$ cat config.mk
export PLATFORM = sky130hd
export DESIGN_NAME = battle_ctrl_gen
export DESIGN_NICKNAME = d
export VERILOG_FILES = /design/src/rtl/battle_pkg.sv /design/src/rtl/turn_timer.sv /design/src/rtl/battle_ctrl_gen.sv
export SDC_FILE = /design/constraint.sdc
export NUM_CORES = 1
export LEC_CHECK = 0
export ABC_AREA = 1
export BUFFER_PORTS_ARGS = -buffer_cell sky130_fd_sc_hd__buf_2
export CAP_MARGIN = 20
export CORE_UTILIZATION = 63
export DETAILED_ROUTE_END_ITERATION = 16
export GPL_TIMING_DRIVEN = 0
export PLACE_DENSITY = 0.85
export REMOVE_ABC_BUFFERS = 1
export SYNTH_ARGS = -nofsm -noshare
export SYNTH_HDL_FRONTEND = slang
export SYNTH_SLANG_ARGS = --single-unit
$ cat constraint.sdc
create_clock -name clk -period 3.8 [get_ports clk]
set_input_delay 0.19 -clock clk [delete_from_list [all_inputs] [get_ports clk]]
set_output_delay 0.19 -clock clk [all_outputs]
set_load 0.02 [all_outputs]
$ cat src/rtl/battle_pkg.sv
// battle_pkg
//   Shared types and constants for the battleship game controller:
//   FSM state encoding, winner codes, side codes and the ship-count clamp.
package battle_pkg;

  typedef enum logic [2:0] {
    S_SEL    = 3'd0,
    S_PLACE  = 3'd1,
    S_TURN   = 3'd2,
    S_CHECK  = 3'd3,
    S_COMMIT = 3'd4,
    S_OVER   = 3'd5
  } state_t;

  localparam logic [1:0] WIN_NONE = 2'd0;
  localparam logic [1:0] WIN_P1   = 2'd1;
  localparam logic [1:0] WIN_P2   = 2'd2;

  localparam logic SIDE_P1 = 1'b0;
  localparam logic SIDE_P2 = 1'b1;

  // A request of zero ships still yields a playable one-ship game.
  function automatic int clamp_ships(input int req, input int max_ships);
    if (req <= 0)             return 1;
    else if (req > max_ships) return max_ships;
    else                      return req;
  endfunction

endpackage

$ cat src/rtl/turn_timer.sv
// turn_timer
//   Human turn timer. Holds the number of cycles left in the turn and
//   counts down while enabled; tc pulses on the last cycle of the turn
//   and the counter reloads itself so the next turn starts full.
// Ports:
//   clk  system clock
//   rst  asynchronous active-low reset
//   clr  reload to a full turn
//   en   count this cycle
//   tc   terminal count (last enabled cycle of the turn)
module turn_timer #(
  parameter int TURN_CYCLES = 750000000,
  parameter int TMR_W       = 30
) (
  input  logic clk,
  input  logic rst,
  input  logic clr,
  input  logic en,
  output logic tc
);

  localparam logic [TMR_W-1:0] LOAD = TMR_W'(TURN_CYCLES - 1);

  logic [TMR_W-1:0] cnt_q;

  assign tc = en && (cnt_q == '0);

  always_ff @(posedge clk or negedge rst) begin
    if (!rst) begin
      cnt_q <= LOAD;
    end else if (clr || tc) begin
      cnt_q <= LOAD;
    end else if (en) begin
      cnt_q <= cnt_q - 1'b1;
    end
  end

endmodule

$ cat src/rtl/battle_ctrl_gen.sv
// battle_ctrl_gen
//   Game controller for the battleship design: ship-count selection,
//   placement, alternating turns (human or PC), shot check/commit, hit
//   counting with win detection and a per-turn timeout for humans.
// Ports:
//   clk, rst          clock, asynchronous active-low reset
//   btn               confirm pulse (selection / fire)
//   mode              0 = vs PC, 1 = two players (latched in S_SEL)
//   n_ships           requested ship count
//   ship_placed       one ship written to the board
//   shot_valid        target cell not fired on yet
//   shot_hit          target cell holds a ship
//   total_cells       ship cells per side
//   state_o, side_o   current state and active side
//   sel_en, place_en  selection / placement enables
//   turn_en, pc_req   human turn active / one-cycle PC shot request
//   fire_o            one-cycle board commit strobe
//   timeout_o         one-cycle human turn expiry pulse
//   ships_cfg         clamped ship count
//   hits0, hits1      hits scored by side 0 / side 1
//   game_over, winner end-of-game flag and winner code
//
// state    | meaning
// S_SEL    | waiting for ship count and mode, btn confirms
// S_PLACE  | counting placed ships, P2 places too in two-player mode
// S_TURN   | human aims (timed) or PC is asked for a shot
// S_CHECK  | one cycle: accept or reject the target cell
// S_COMMIT | one cycle: fire strobe, hit count, win check
// S_OVER   | game finished, held until reset
module battle_ctrl_gen
  import battle_pkg::*;
#(
  parameter int SHIP_W       = 3,
  parameter int MAX_SHIPS    = 5,
  parameter int CELL_W       = 5,
  parameter int TURN_CYCLES  = 750000000,
  parameter int TMR_W        = 30,
  parameter int PC_RETRY_MAX = 16
) (
  input  logic              clk,
  input  logic              rst,
  input  logic              btn,
  input  logic              mode,
  input  logic [SHIP_W-1:0] n_ships,
  input  logic              ship_placed,
  input  logic              shot_valid,
  input  logic              shot_hit,
  input  logic [CELL_W-1:0] total_cells,
  output logic [2:0]        state_o,
  output logic              side_o,
  output logic              sel_en,
  output logic              place_en,
  output logic              turn_en,
  output logic              pc_req,
  output logic              fire_o,
  output logic              timeout_o,
  output logic [SHIP_W-1:0] ships_cfg,
  output logic [CELL_W-1:0] hits0,
  output logic [CELL_W-1:0] hits1,
  output logic              game_over,
  output logic [1:0]        winner
);

  localparam int RTY_W = $clog2(PC_RETRY_MAX + 1);
  localparam logic [CELL_W-1:0] HIT_MAX = '1;

  state_t            state_q, nxt_state;
  logic              side_q, nxt_side;
  logic              mode_q, nxt_mode;
  logic [SHIP_W-1:0] place_q, nxt_place;
  logic [RTY_W-1:0]  retry_q, nxt_retry;
  logic [SHIP_W-1:0] nxt_cfg;
  logic [CELL_W-1:0] nxt_hits0, nxt_hits1, hit_cnt;
  logic [1:0]        nxt_winner;
  logic              tmo_now;
  logic              human;
  logic              tmr_en, tmr_clr, tmr_tc;

  assign human   = (side_q == SIDE_P1) || mode_q;
  assign state_o = state_q;
  assign side_o  = side_q;

  // The timer keeps running across a rejected human shot (S_CHECK back to
  // S_TURN) and is reloaded everywhere else outside the turn.
  assign tmr_en  = (state_q == S_TURN) && human;
  assign tmr_clr = !((state_q == S_TURN) || (state_q == S_CHECK));

  turn_timer #(
    .TURN_CYCLES(TURN_CYCLES),
    .TMR_W      (TMR_W)
  ) u_timer (
    .clk(clk),
    .rst(rst),
    .clr(tmr_clr),
    .en (tmr_en),
    .tc (tmr_tc)
  );

  always_comb begin
    nxt_state  = state_q;
    nxt_side   = side_q;
    nxt_mode   = mode_q;
    nxt_place  = place_q;
    nxt_retry  = retry_q;
    nxt_cfg    = ships_cfg;
    nxt_hits0  = hits0;
    nxt_hits1  = hits1;
    nxt_winner = winner;
    hit_cnt    = '0;
    tmo_now    = 1'b0;
    case (state_q)
      S_SEL: begin
        if (btn) begin
          nxt_mode  = mode;
          nxt_cfg   = SHIP_W'(clamp_ships(int'(n_ships), MAX_SHIPS));
          nxt_place = '0;
          nxt_side  = SIDE_P1;
          nxt_state = S_PLACE;
        end
      end
      S_PLACE: begin
        if (ship_placed) begin
          if (place_q == ships_cfg - 1'b1) begin
            nxt_place = '0;
            if (mode_q && (side_q == SIDE_P1)) begin
              nxt_side = SIDE_P2;
            end else begin
              nxt_side  = SIDE_P1;
              nxt_state = S_TURN;
            end
          end else begin
            nxt_place = place_q + 1'b1;
          end
        end
      end
      S_TURN: begin
        if (!human) begin
          nxt_state = S_CHECK;
        end else if (btn) begin
          nxt_state = S_CHECK;
        end else if (tmr_tc) begin
          tmo_now  = 1'b1;
          nxt_side = ~side_q;
        end
      end
      S_CHECK: begin
        if (shot_valid) begin
          nxt_state = S_COMMIT;
        end else begin
          nxt_state = S_TURN;
          if (!human) begin
            if (retry_q == RTY_W'(PC_RETRY_MAX - 1)) begin
              nxt_retry = '0;
              nxt_side  = ~side_q;
            end else begin
              nxt_retry = retry_q + 1'b1;
            end
          end
        end
      end
      S_COMMIT: begin
        hit_cnt = side_q ? hits1 : hits0;
        if (shot_hit && (hit_cnt != HIT_MAX)) begin
          hit_cnt = hit_cnt + 1'b1;
        end
        if (side_q) nxt_hits1 = hit_cnt;
        else        nxt_hits0 = hit_cnt;
        if (hit_cnt == total_cells) begin
          nxt_state  = S_OVER;
          nxt_winner = side_q ? WIN_P2 : WIN_P1;
        end else begin
          nxt_side  = ~side_q;
          nxt_retry = '0;
          nxt_state = S_TURN;
        end
      end
      S_OVER: begin
      end
      default: begin
        nxt_state = S_SEL;
      end
    endcase
  end

  // Outputs are registered from the next-state values so they line up
  // exactly with state_q.
  always_ff @(posedge clk or negedge rst) begin
    if (!rst) begin
      state_q   <= S_SEL;
      side_q    <= SIDE_P1;
      mode_q    <= 1'b0;
      place_q   <= '0;
      retry_q   <= '0;
      ships_cfg <= SHIP_W'(1);
      hits0     <= '0;
      hits1     <= '0;
      winner    <= WIN_NONE;
      sel_en    <= 1'b1;
      place_en  <= 1'b0;
      turn_en   <= 1'b0;
      pc_req    <= 1'b0;
      fire_o    <= 1'b0;
      timeout_o <= 1'b0;
      game_over <= 1'b0;
    end else begin
      state_q   <= nxt_state;
      side_q    <= nxt_side;
      mode_q    <= nxt_mode;
      place_q   <= nxt_place;
      retry_q   <= nxt_retry;
      ships_cfg <= nxt_cfg;
      hits0     <= nxt_hits0;
      hits1     <= nxt_hits1;
      winner    <= nxt_winner;
      sel_en    <= (nxt_state == S_SEL);
      place_en  <= (nxt_state == S_PLACE);
      turn_en   <= (nxt_state == S_TURN) && ((nxt_side == SIDE_P1) || nxt_mode);
      pc_req    <= (nxt_state == S_TURN) && (nxt_side == SIDE_P2) && !nxt_mode;
      fire_o    <= (nxt_state == S_COMMIT);
      timeout_o <= tmo_now;
      game_over <= (nxt_state == S_OVER);
    end
  end

endmodule
==> run_results.csv <==
group,metric,value,unit
status,outcome,"finished clean",
clock_tree,cts-buffers-inserted,9,
clock_tree,insertion_delay,0.35,ns
clock_tree,cts_tree,"done",
layout,area_growth,15.3,%
logic_synthesis,synth-edff-count,0,
detailed_routing,ant_nets,0,
logic_synthesis,synth_top_flop_cell,"dfrtp_1",
die,die_y,78.7,um
clock_tree,cts_max_path_buffers,2,
sta,rsz0062_at_grt,"false",
sta,finalSetupViolCount,0,
die,core_area,5570,um^2
logic_synthesis,synth-async-reset-ratio,100,%
power,power_leakage,2.11,nW
setup_path,cp-end-kind,"flop",
clock_tree,cts_root_buffer,"clkbuf_8",
global_route,antenna_found_initial,0,
logic_synthesis,netlist_area,3700,um^2
layout,utilization,76.6,%
sta,setup_ws,0.434,ns
setup_path,cp_data_required_time,4.07,ns
power,clkPwrFrac,25.0,%
layout,mostFrequentLayoutCell,"nand2_1",
power,p_int,1.75,mW
placement,post-place-ws,0.534,ns
global_route,grt.total_usage,30.5,%
detailed_routing,drt_iter0_drc,223,
power,combPwrFrac,42.3,%
detailed_routing,vias,3384,
global_route,grt_pass1_vias,3430,
sta,hold_violations,0,
sta,period_minus_slack,3.37,ns
logic_synthesis,synth_cell_types,38,
placement,dp_cells,599,
power,switching_share,42.0,%
die,rows,27,
clock_tree,cts.sinks,65,
sta,worst_slew_pin_slew,0.668,ns
placement,port_buffers,40,
clock_tree,h-tree-depth,3,
die,start_util,66.4,%
clock_tree,cts_setup_buffers,0,
sta,setup-tns-final,0,ns
worst_hold_path,min-delay-start,"btn",
setup_path,rr_startpoint,"side_o$_DFF_PN0_",
logic_synthesis,avgSynthCellArea,7.57,um^2
worst_hold_path,hold_path.class,"in2reg",
setup_path,startpoint,"side_o$_DFF_PN0_",
detailed_routing,vias_per_cell,5.49,
detailed_routing,routed_wl,8420,um
layout,post_layout_nonfiller_instances,616,
logic_synthesis,synthCells,489,
layout,final_cell_mix,"101 x nand2_1, 68 x inv_1, 66 x nor2_1",
layout,drive_above_1_share,20.8,%
setup_path,worstSetupStartpointType,"flop",
global_route,grt_max_degree,37,
placement,place.gp.congestion,0.864,
global_route,grt_pass1_wl,14600,um
die,ios,41,
die,chipWidth,78.7,um
detailed_routing,drc,0,
power,p_per_area,709,nW/um^2
setup_path,cp.arrival,3.63,ns
power,pwr-share-seq,32.7,%
logic_synthesis,yosys_register_bits,65,
setup_path,worstSetupPathType,"reg2reg",
setup_path,worst-path-max-fanout,15,
sta,fin_worst_skew,0.00869,ns
logic_synthesis,yosysSeqAreaShare,44.6,%
run,maxCapViolations,0,
sta,slew_violations,0,
detailed_routing,wl_per_cell,13.7,um
logic_synthesis,synth_warnings,0,
power,switching_power,1.27,mW
layout,antenna_cells,0,
sta,fmax,0.297,GHz
layout,fin_nets,561,
global_route,overflow,0,
die,die_area,6190,um^2
layout,n_fill_cell,437,
placement,hpwl,6010,um
detailed_routing,first_pass_iters,5,
clock_tree,path_clk_slew,0.07,ns
power,ir_drop,512,uV
sta,maxSlewHeadroom,55.5,%
sta,min_period_over_period,88.6,%
[cells by family after synthesis]
logic type | synth area share [%]
xor gates and xnor gates | 1.66
buffers and inverters | 8.28
DFF | 44.6
and+or+nand+nor | 31.4
adders and majority gates | 2.37
AOI/OAI and AO/OA | 11.7
[critical path: stages (launching register included)]
cell     delay, ns
dfrtp_1       0.66
inv_2         0.24
nand2_2       0.12
nand2_2       0.07
inv_1         0.06
ha_1          0.15
inv_1         0.06
nor3_1        0.18
ha_1          0.17
inv_1         0.05
nand2_1       0.19
inv_1         0.13
nand2_2       0.11
nand2_1       0.09
nand2_1       0.07
nand2_1       0.04
nor2_1        0.11
nand2_1       0.13
nor2_4        0.17
nor2_1        0.07
nor2_2        0.12
nand4_2       0.12
a21oi_1       0.17
[power groups by stage]
| stage | combinational (mW) | sequential (mW) | clock, mW |
|---|---|---|---|
| finish | 1.28 | 0.990 | 0.756 |
| global route | 1.44 | 1.01 | 0.796 |
| CTS | 1.28 | 0.989 | 0.763 |
| floorplan | 0.790 | 1.11 | 0 |
| detailed placement | 1.25 | 0.998 | 0 |
| global placement | 1.20 | 0.992 | 0 |
[per-stage QoR]
stage,area [um^2],hold WS [ns],total power [mW]
final,4270,0.0660,3.02
after global routing,4270,0.0720,3.24
after CTS,4270,0.0568,3.03
after detailed placement,4000,0.257,2.25
after global placement,3980,0.410,2.19
after floorplan,3680,-0.106,1.90
[final timing paths]
kind	endpoint	slack, ns	cells past startpoint
setup / recovery	turn_en$_DFF_PN0_	0.43	22
hold / removal	timeout_o$_DFF_PN0_	0.07	2
setup reg to reg	turn_en$_DFF_PN0_	0.43	22
hold reg to reg	u_timer.cnt_q[6]$_DFFE_PN1P_	0.49	2
max in group asynchronous	ships_cfg[0]$_DFFE_PN1P_	2.70	3
min in group asynchronous	u_timer.cnt_q[11]$_DFFE_PN0P_	0.40	2
[routing by layer]
| metal | wire [um] | GRT usage [%] |
|---|---|---|
| met2 | 4330 | 52.9 |
| met3 | 343 | 7.21 |
| met5 | 0 | 0 |
| met1 | 3610 | 35.5 |
| met4 | 141 | 13.7 |
[repair_timing]
action	4_1_cts	5_1_grt
hold buffers	1	0
gates resized for setup	0	0
endpoints found under the hold margin	20	0
[sequential cells by signal, summed over array words and instances, names as in the netlist]
name / cells
u_timer.cnt_q: 30
hits0: 5
hits1: 5
retry_q: 5
place_q: 3
ships_cfg: 3
state_o: 3
winner: 2
fire_o: 1
game_over: 1
mode_q: 1
pc_req: 1
place_en: 1
sel_en: 1
side_o: 1
timeout_o: 1
turn_en: 1
[final cells by class]
| cell class | instances | area [um^2] | area share (%) |
|---|---|---|---|
| clock buffer | 12 | 165 | 3.87 |
| tap | 72 | 90.1 | 2.11 |
| clock inverter | 4 | 97.6 | 2.29 |
| inverter | 77 | 289 | 6.77 |
| multi-input combinational | 344 | 1740 | 40.9 |
| timing repair buffer | 42 | 230 | 5.39 |
| sequential | 65 | 1650 | 38.7 |
[synthesized netlist by cell type, types with 3 or more instances]
master / n / area, um^2
nor2_1: 66 / 248
xnor2_1: 3 / 26.3
o21ai_1: 6 / 30.0
xor2_1: 4 / 35.0
nor2_4: 4 / 45.0
inv_1: 68 / 255
nor3_1: 12 / 60.1
nand3b_1: 5 / 37.5
nand3_1: 33 / 165
o21ai_0: 35 / 175
dfstp_2: 20 / 526
nand4_1: 6 / 37.5
inv_2: 9 / 33.8
dfrtp_1: 45 / 1130
a21oi_1: 29 / 145
ha_1: 7 / 87.6
nand3_2: 3 / 30.0
nand2_1: 101 / 379
nand2_2: 9 / 56.3
(Power assumes the default switching activity.)
